`config.mk`:
```
export PLATFORM = sky130hd
export DESIGN_NAME = parking_gate_arbiter_flat
export DESIGN_NICKNAME = d
export VERILOG_FILES = /design/src/rtl/parking_gate_arbiter_pkg.sv /design/src/rtl/parking_gate_arbiter_if.sv /design/src/rtl/parking_gate_arbiter_gate_timer.sv /design/src/rtl/parking_gate_arbiter.sv /design/src/flat_wrapper.sv
export SDC_FILE = /design/constraint.sdc
export NUM_CORES = 1
export LEC_CHECK = 0
export CORE_UTILIZATION = 30
export CTS_CLUSTER_SIZE = 20
export DETAILED_ROUTE_END_ITERATION = 12
export PLACE_DENSITY = 0.49
export SYNTH_ARGS = -nofsm -noshare
export SYNTH_HDL_FRONTEND = slang
export SYNTH_SLANG_ARGS = --single-unit
```
`constraint.sdc`:
```
create_clock -name clk -period 2.1 [get_ports clk]
set_input_delay 0.42 -clock clk [delete_from_list [all_inputs] [get_ports clk]]
set_output_delay 0.42 -clock clk [all_outputs]
set_load 0.01 [all_outputs]
```
`src/rtl/parking_gate_arbiter_pkg.sv`:
```
// Shared definitions for the parking gate arbiter: FSM encodings, grant
// directions and the default gate timing for a 50 MHz clock.
package parking_gate_arbiter_pkg;

  typedef enum logic [1:0] {
    ST_IDLE     = 2'd0,
    ST_OPEN_IN  = 2'd1,
    ST_OPEN_OUT = 2'd2,
    ST_CLOSING  = 2'd3
  } state_t;

  typedef enum logic {
    DIR_IN  = 1'b0,
    DIR_OUT = 1'b1
  } dir_t;

  // 100 ms passage window and 20 ms closing guard at 50 MHz
  localparam int DEF_TMR_W        = 24;
  localparam int DEF_OPEN_CYCLES  = 5_000_000;
  localparam int DEF_CLOSE_CYCLES = 1_000_000;

  function automatic logic is_open(input state_t s);
    return (s == ST_OPEN_IN) || (s == ST_OPEN_OUT);
  endfunction

endpackage

```
`src/rtl/parking_gate_arbiter_if.sv`:
```
// Request, sensor-event, occupancy and barrier-command signals exchanged
// between the gate arbiter and its surroundings.
interface parking_gate_arbiter_if #(
  parameter int CNT_W = 4
);
  logic             req_in;
  logic             req_out;
  logic             evt_entry;
  logic             evt_exit;
  logic [CNT_W-1:0] car_count;
  logic             gate_open;
  logic             grant_in;
  logic             grant_out;
  logic             full;
  logic             deny_in;
  logic             err_tmo;
  logic             err_dir;

  modport master (
    output req_in, req_out, evt_entry, evt_exit, car_count,
    input  gate_open, grant_in, grant_out, full, deny_in, err_tmo, err_dir
  );

  modport slave (
    input  req_in, req_out, evt_entry, evt_exit, car_count,
    output gate_open, grant_in, grant_out, full, deny_in, err_tmo, err_dir
  );
endinterface

```
`src/rtl/parking_gate_arbiter_gate_timer.sv`:
```
// Loadable down-counter shared by the open window and the closing guard.
// Stops at zero instead of wrapping.
module gate_timer #(
  parameter int TMR_W = 24
) (
  input  logic             clk,
  input  logic             reset,
  input  logic             load,
  input  logic             en,
  input  logic [TMR_W-1:0] load_val,
  output logic             zero
);

  logic [TMR_W-1:0] count;

  always_ff @(posedge clk) begin
    if (reset) begin
      count <= '0;
    end else if (load) begin
      count <= load_val;
    end else if (en && (count != '0)) begin
      count <= count - TMR_W'(1);
    end
  end

  assign zero = (count == '0);

endmodule

```
`src/rtl/parking_gate_arbiter.sv`:
```
// Grants the single barrier to entry or exit, holds it open until the
// matching passage or a timeout, then enforces a closing guard time.
module parking_gate_arbiter
  import parking_gate_arbiter_pkg::*;
#(
  parameter int CNT_W        = 4,
  parameter int CAPACITY     = 15,
  parameter int TMR_W        = DEF_TMR_W,
  parameter int OPEN_CYCLES  = DEF_OPEN_CYCLES,
  parameter int CLOSE_CYCLES = DEF_CLOSE_CYCLES
) (
  input logic                  clk,
  input logic                  reset,
  parking_gate_arbiter_if.slave bus
);

  localparam logic [CNT_W-1:0] CAP_VAL    = CNT_W'(CAPACITY);
  localparam logic [TMR_W-1:0] OPEN_LOAD  = TMR_W'(OPEN_CYCLES - 1);
  localparam logic [TMR_W-1:0] CLOSE_LOAD = TMR_W'(CLOSE_CYCLES - 1);

  state_t           state;
  state_t           state_next;
  dir_t             last_grant;
  logic             pend_in;
  logic             pend_out;
  logic             take_in;
  logic             take_out;
  logic             tmr_load;
  logic [TMR_W-1:0] tmr_val;
  logic             tmr_zero;
  logic             tmo_next;
  logic             dir_err_next;

  gate_timer #(.TMR_W(TMR_W)) u_timer (
    .clk      (clk),
    .reset    (reset),
    .load     (tmr_load),
    .en       (state != ST_IDLE),
    .load_val (tmr_val),
    .zero     (tmr_zero)
  );

  // Registered FSM state, request latches, round-robin pointer and outputs
  always_ff @(posedge clk) begin
    if (reset) begin
      state         <= ST_IDLE;
      last_grant    <= DIR_OUT;
      pend_in       <= 1'b0;
      pend_out      <= 1'b0;
      bus.gate_open <= 1'b0;
      bus.grant_in  <= 1'b0;
      bus.grant_out <= 1'b0;
      bus.full      <= 1'b0;
      bus.deny_in   <= 1'b0;
      bus.err_tmo   <= 1'b0;
      bus.err_dir   <= 1'b0;
    end else begin
      state <= state_next;
      // A request arriving on the grant edge re-arms its latch
      pend_in  <= (pend_in & ~take_in) | (bus.req_in & ~bus.full);
      pend_out <= (pend_out & ~take_out) | bus.req_out;
      if (take_in) begin
        last_grant <= DIR_IN;
      end else if (take_out) begin
        last_grant <= DIR_OUT;
      end
      bus.gate_open <= is_open(state_next);
      bus.grant_in  <= (state_next == ST_OPEN_IN);
      bus.grant_out <= (state_next == ST_OPEN_OUT);
      bus.full      <= (bus.car_count >= CAP_VAL);
      bus.deny_in   <= bus.req_in & bus.full;
      bus.err_tmo   <= tmo_next;
      bus.err_dir   <= dir_err_next;
    end
  end

  // Next-state selection, grant arbitration and timer reload requests
  always_comb begin
    state_next   = state;
    take_in      = 1'b0;
    take_out     = 1'b0;
    tmr_load     = 1'b0;
    tmr_val      = '0;
    tmo_next     = 1'b0;
    dir_err_next = 1'b0;

    case (state)
      ST_IDLE: begin
        if (pend_in && pend_out) begin
          if (bus.full || (last_grant == DIR_IN)) begin
            take_out = 1'b1;
          end else begin
            take_in = 1'b1;
          end
        end else if (pend_out) begin
          take_out = 1'b1;
        end else if (pend_in && !bus.full) begin
          take_in = 1'b1;
        end
        if (take_in || take_out) begin
          state_next = take_in ? ST_OPEN_IN : ST_OPEN_OUT;
          tmr_load   = 1'b1;
          tmr_val    = OPEN_LOAD;
        end
      end

      ST_OPEN_IN, ST_OPEN_OUT: begin
        // A passage event beats a simultaneous timeout
        if ((state == ST_OPEN_IN) ? bus.evt_entry : bus.evt_exit) begin
          state_next = ST_CLOSING;
        end else if ((state == ST_OPEN_IN) ? bus.evt_exit : bus.evt_entry) begin
          state_next   = ST_CLOSING;
          dir_err_next = 1'b1;
        end else if (tmr_zero) begin
          state_next = ST_CLOSING;
          tmo_next   = 1'b1;
        end
        if (state_next == ST_CLOSING) begin
          tmr_load = 1'b1;
          tmr_val  = CLOSE_LOAD;
        end
      end

      ST_CLOSING: begin
        if (tmr_zero) begin
          state_next = ST_IDLE;
        end
      end

      default: begin
        state_next = ST_IDLE;
      end
    endcase
  end

endmodule
```
`src/flat_wrapper.sv`:
```
// flat-port wrapper written by rule: the top's interface ports become plain ports
module parking_gate_arbiter_flat import parking_gate_arbiter_pkg::*;
#(
  parameter int CNT_W        = 4,
  parameter int CAPACITY     = 15,
  parameter int TMR_W        = DEF_TMR_W,
  parameter int OPEN_CYCLES  = DEF_OPEN_CYCLES,
  parameter int CLOSE_CYCLES = DEF_CLOSE_CYCLES
)
  (clk, reset, bus_req_in, bus_req_out, bus_evt_entry, bus_evt_exit, bus_car_count, bus_gate_open, bus_grant_in, bus_grant_out, bus_full, bus_deny_in, bus_err_tmo, bus_err_dir);
  parking_gate_arbiter_if #(.CNT_W(CNT_W)) bus_i ();
  input logic clk;
  input logic reset;
  input wire logic [$bits(bus_i.req_in)-1:0] bus_req_in;
  input wire logic [$bits(bus_i.req_out)-1:0] bus_req_out;
  input wire logic [$bits(bus_i.evt_entry)-1:0] bus_evt_entry;
  input wire logic [$bits(bus_i.evt_exit)-1:0] bus_evt_exit;
  input wire logic [$bits(bus_i.car_count)-1:0] bus_car_count;
  output wire logic [$bits(bus_i.gate_open)-1:0] bus_gate_open;
  output wire logic [$bits(bus_i.grant_in)-1:0] bus_grant_in;
  output wire logic [$bits(bus_i.grant_out)-1:0] bus_grant_out;
  output wire logic [$bits(bus_i.full)-1:0] bus_full;
  output wire logic [$bits(bus_i.deny_in)-1:0] bus_deny_in;
  output wire logic [$bits(bus_i.err_tmo)-1:0] bus_err_tmo;
  output wire logic [$bits(bus_i.err_dir)-1:0] bus_err_dir;
  assign bus_i.req_in = bus_req_in;
  assign bus_i.req_out = bus_req_out;
  assign bus_i.evt_entry = bus_evt_entry;
  assign bus_i.evt_exit = bus_evt_exit;
  assign bus_i.car_count = bus_car_count;
  assign bus_gate_open = bus_i.gate_open;
  assign bus_grant_in = bus_i.grant_in;
  assign bus_grant_out = bus_i.grant_out;
  assign bus_full = bus_i.full;
  assign bus_deny_in = bus_i.deny_in;
  assign bus_err_tmo = bus_i.err_tmo;
  assign bus_err_dir = bus_i.err_dir;
  parking_gate_arbiter #(.CNT_W(CNT_W), .CAPACITY(CAPACITY), .TMR_W(TMR_W), .OPEN_CYCLES(OPEN_CYCLES), .CLOSE_CYCLES(CLOSE_CYCLES)) u_core (.clk(clk), .reset(reset), .bus(bus_i));
endmodule
```
# After elaboration in Yosys (flattened, before gate mapping)
# Cells that the tools add are included.
# Widths: inputs -> output; s select.
# word_totals
inputBits	10
out_inout_bits	7
elab_cells	80
register_bits	36
# op_classes
n_bitwise	11
addsub	1
n_eq_ne	6
reduce_logical	16
muxes	33
magnitude_cmp	1
# ops
op	n
$mux 24	2
$pmux 24 s2	1
$logic_not 24->1	1
$reduce_bool 24->1	1
$sub 24x1->24 const B	1
$mux 23	1
$mux 20	1
$mux 1	19
$mux 2	7
$eq 2x2->1 const B	4
$pmux 2 s3	1
$reduce_bool 2->1	3
$not 1->1	5
$and 1x1->1	4
$eq 2x1->1 const B	2
$ge 4x4->1 const B	1
$reduce_or 4->1	1
$logic_and 1x1->1	3
$logic_or 1x1->1	3
$reduce_or 3->1	1
$logic_not 2->1	1
$or 1x1->1	2
$pmux 1 s2	1
$reduce_or 2->1	1
$logic_not 1->1	1

# Depth between registers and ports, before layout
# depth
depth_word	11
mapped_depth	10
ltp_nobuf	9

# Cells and area by module
# Synthesis repeated with hierarchy kept, for this count alone.
# hier_totals
hier_cells	248
area_unflattened_um2	2203.4
# modules_own_cells
module	area_per_inst_um2	cells_each	instances	seq_area_each_um2
gate_timer	1559.0	180	1	480.5
parking_gate_arbiter	644.4	68	1	240.2

# Worst setup path before layout
# No wires, ideal clock.
# synth_path
path_type	register to register
startpoint	register u_core.u_timer.count[0]
endpoint	register u_core.bus.grant_out
setup_time_ns	0.122
path_buffers	0
synth_period_minus_slack_ns	2.271
setup_slack_ns	-0.171
required_time_ns	1.978
arrival_ns	2.149
path_stages_with_launch	10
cell_sequence	dfxtp_1 > inv_1 > ha_1 > nor4b_1 > nand4_1 > nor2_1 > o221a_2 > inv_1 > ha_1 > nor2b_1
# synth_via
elab_chain_len	7
word_cells_on_any_way	8
classes_between	eq/ne (1); mux (6); reduce/logical (1)
# synth_lines
element	line	source
start, declared	parking_gate_arbiter_gate_timer.sv:14	logic [TMR_W-1:0] count;
start signal, assigned	parking_gate_arbiter_gate_timer.sv:20	count <= load_val;
start signal, assigned	parking_gate_arbiter_gate_timer.sv:22	count <= count - TMR_W'(1);
$logic_not 24->1 *	parking_gate_arbiter_gate_timer.sv:26	assign zero = (count == '0);
$mux 2	parking_gate_arbiter.sv:114	end else if (tmr_zero) begin
$mux 2	parking_gate_arbiter.sv:111	end else if ((state == ST_OPEN_IN) ? bus.evt_exit : bus.evt_entry) begin
$mux 2	parking_gate_arbiter.sv:109	if ((state == ST_OPEN_IN) ? bus.evt_entry : bus.evt_exit) begin
$mux 2	parking_gate_arbiter.sv:87	case (state)
$pmux 2 s3 *	parking_gate_arbiter.sv:87	
via u_core.state_next[1]	parking_gate_arbiter.sv:22	state_t state_next;
$eq 2x2->1 *	parking_gate_arbiter.sv:69	bus.grant_out <= (state_next == ST_OPEN_OUT);
end signal, assigned	parking_gate_arbiter.sv:69	
end, declared	parking_gate_arbiter_if.sv:26	output gate_open, grant_in, grant_out, full, deny_in, err_tmo, err_dir
# Mark *: on every way through the listed nets, which the timed path passes. The rest lies on a longest branch. The select of a mux whose other input is x is not followed.
# A chain may end at the register's enable or synchronous reset.

# Worst setup path in the final report
# layout_path
startpoint	register u_core.u_timer.count[1]
endpoint	register u_core.bus.grant_out
# Same word-level chain as after synthesis.

==> impl_results.md <==
- Status: finished, final reports clean
- Initial antenna violation count: 0
- Switching share of power: 0.377
- CTS sink cnt: 36
- FF+latch count, synth: 36
- Reg-to-Reg Start: u_core.u_timer.count[1]$_SDFFE_PP0P_
- Worst-path clk slew: 0.08 ns
- Yosys warns: 0
- CP Capture Type: flip-flop
- Die footprint: 6780 µm²
- CTS root buf: clkbuf_8
- WL/cell: 14.2 µm
- Final #Nets: 312
- Htree depth: 2
- Ys async rst share: 0
- Min Tclk post-route: 2.03 ns
- Slew @ Worst Pin: 0.470 ns
- Int Power: 1.93 mW
- Slew margin rel.: 0.685
- Core area: 6060 µm²
- Worst-path cell chain: inv_2, ha_4, nor4b_4, nand4_1, buf_4, nor2_4, o221a_4, inv_2, ha_2, nor2b_1
- Worst reg2reg path depth: 10
- Synth Net Count: 239
- Post-DP HPWL: 3950 µm
- Post-synth EDFFs: 0
- Critical Path Start Type: flip-flop
- Number of flip-flops in the largest register: 24
- Minimum hold slack: 0.485 ns
- Total number of vias: 1886
- Peak VDD IR: 0.472 mV
- Placer Congestion: 0.865
- First-pass GRT wire length: 8710 µm
- Fin util: 0.462
- F_max: 0.493 GHz
- Max Cap Violations: 0
- Pwr dens: 1110 nW/µm²
- Setup Skew: 0.00922 ns
- Layout cell share with drive strength beyond 1: 0.305
- Die Ht: 82.3 µm
- Post-Syn Area: 1940 µm²
- First drt pass iteration count: 4
- Reg2Reg Setup Slack: 0.07 ns
- # DRC: 0
- Leakage: 1.09 nW
- RSZ-0062 raised after global routing: yes
- Reg with most FFs: u_core.u_timer.count
- Yosys top cell area share: 0.372
- CP peak stage delay: 0.33 ns
- Sequential power share: 0.298
- Crit Reg-Reg Endpoint: u_core.bus.grant_out$_SDFF_PP0_
- Longest Clk Path Bufs: 2
- Final Routed Wirelength: 5250 µm
- Psw: 1.17 mW
- FP Rows: 28
- Combinational power share: 0.537
- Pin count of the biggest net entering global routing: 20
- Ports: 17
- Period utilization: 0.966
- Clk Latency, worst-skew pair: 0.29 ns
- Ant diodes: 0
- Clock Power Share: 0.165
- Mean area per synthesized cell: 8.76 µm²
- Gate Count Post-Synth: 221
- Final setup vio count: 0
- Final ANT Viol Nets: 0
- GR Util All Layers: 0.171
- Number of DRC violations after detailed-routing iteration 0: 86
- Most common cell on crit path: inv_2
- Layout area overhead: 44.7%
- Slowest stage cell on the critical path: dfxtp_2
- Yosys cell types: 48
- Critical path required time: 2.27 ns
- CTS Hold Bufs: 0
- Worst hold start: u_core.pend_in$_SDFF_PP0_
- # port buffers: 16
- Worst Hold Path Cells: 2
- Vias per inst: 5.10
- CTS Buf Count: 5
- Crit path DAT: 2.20 ns
- Hold path endpoint: u_core.pend_in$_SDFF_PP0_
- Die width: 82.3 µm
- Min-Delay Path Class: reg2reg
- CTS tree: built
- Hold Vio Cnt, Final: 0
- Cell taking the most area after synthesis: dfxtp_1
- Vias in the first global route: 1834
- TNS Setup: 0 ns
- Initial Util: 0.319
- # fillers: 613
- Top flop regs: u_core.u_timer.count x24, u_core.state x2
- Final slew viol count: 0
- Synth Flop Type: dfxtp_1
- Crit Path Category: reg2reg
- Largest fanout on the critical path: 3
- Synth top area cells: dfxtp_1, ha_1, a21oi_1, nor2_1, xnor2_1
- Seq/Total Area, Yosys: 0.372
- Grt total ovfl: 0
-- layout by cell type (no fill, tap or decap), types with 6 or more instances in the layout --
master	netlist	final
inv_1	9	6
ha_1	8	6
nand3_1	6	6
nor2b_1	8	8
clkbuf_8	0	6
xnor2_1	7	7
a21oi_1	17	17
dfxtp_1	36	34
clkdlybuf4s50_1	0	16
nand2_1	9	9
a31oi_1	6	6
nor2_1	22	21
buf_4	0	58
-- repair_timing --
action,CTS,global route
pin swaps,2,8
gates resized for setup,2,15
setup buffers,4,5
setup endpoints to repair,7,13
-- metrics by stage --
stage / setup WS (ns) / total power [mW] / cells / area [µm²]
floorplan: 0.00937 / 1.78 / 221 / 2000
global placement: -0.0880 / 2.44 / 353 / 2580
detailed placement: -0.0386 / 2.43 / 353 / 2580
CTS: 0.0187 / 3.01 / 365 / 2710
global route: -0.0502 / 3.33 / 370 / 2800
finish: 0.0714 / 3.10 / 370 / 2800
-- synthesized netlist by cell type (all sizes together) (2+ instances only) --
cell    instances
nor2b           8
nand3b          2
a21oi          17
or3b            3
a211o           3
ha              8
xor2            5
dfxtp          36
o21ai           6
o41ai           2
inv             9
nand2b          3
clkbuf          5
or4             5
xnor2           7
o31ai           5
nor3            5
nor4            8
nand3           6
and3            2
nand2           9
or3             5
nor4b           2
o211ai          3
a211oi          3
nor2           22
a221o           3
buf             3
nand4           6
a31oi           6
-- power groups by stage --
stage          clock network [mW]  registers (mW)  logic [mW]
5_1_grt                     0.563           0.940        1.83
6_report                    0.512           0.922        1.66
2_1_floorplan                   0           0.976       0.807
3_3_place_gp                    0           0.926        1.51
4_1_cts                     0.531           0.916        1.56
3_5_place_dp                    0           0.927        1.51
-- layer usage --
layer | wire length [µm] | global-route usage | vias to the layer above
met1 | 2560 | 0.222 | 876
met2 | 2520 | 0.279 | 20
met5 | 0 | 0 | -
li1 | - | - | 983
met3 | 126 | 0.0374 | 7
met4 | 51 | 0.0526 | 0
-- worst max-delay path, delay by kind of cell, from the launching register on --
family                   cells  cell delay (ns)
AND/OR/NAND/NOR              4             0.76
AO/OA/AOI/OAI                1             0.23
buffers and inverters        3             0.31
adder cells (fa/ha/maj)      2             0.29
flip-flops                   1             0.33
-- final cells by class --
cell class / count / area (µm²) / area share
multi-input combinational: 168 / 1260 / 0.452
sequential: 36 / 723 / 0.258
timing repair buffer: 74 / 596 / 0.213
tap: 75 / 93.8 / 0.0335
clock buffer: 8 / 90.1 / 0.0322
inverter: 9 / 33.8 / 0.0121
-- cells by family (layout without fill, tap and decap cells) --
group | Yosys count | count (layout) | share of synthesized area
simple gates | 89 | 89 | 0.276
flops | 36 | 36 | 0.372
buf+inv | 17 | 91 | 0.0343
compound gates | 59 | 59 | 0.211
fa+ha+maj | 8 | 8 | 0.0517
xor+xnor | 12 | 12 | 0.0543
-- how the worst max path moves through the flow --
stage | slack (ns) | end | startpoint | depth (start not counted)
final | 0.07 | u_core.bus.grant_out$_SDFF_PP0_ | u_core.u_timer.count[1]$_SDFFE_PP0P_ | 10
after global routing | -0.05 | u_core.u_timer.count[22]$_SDFFE_PP0P_ | u_core.u_timer.count[7]$_SDFFE_PP0P_ | 6
after CTS | 0.02 | u_core.u_timer.count[9]$_SDFFE_PP0P_ | u_core.u_timer.count[0]$_SDFFE_PP0P_ | 8
after detailed placement | -0.04 | u_core.bus.gate_open$_SDFF_PP0_ | u_core.u_timer.count[7]$_SDFFE_PP0P_ | 6
after global placement | -0.09 | u_core.u_timer.count[22]$_SDFFE_PP0P_ | u_core.u_timer.count[0]$_SDFFE_PP0P_ | 8
after floorplan | 0.009 | u_core.bus.gate_open$_SDFF_PP0_ | u_core.u_timer.count[7]$_SDFFE_PP0P_ | 7
Power figures use the tool's default switching activity.
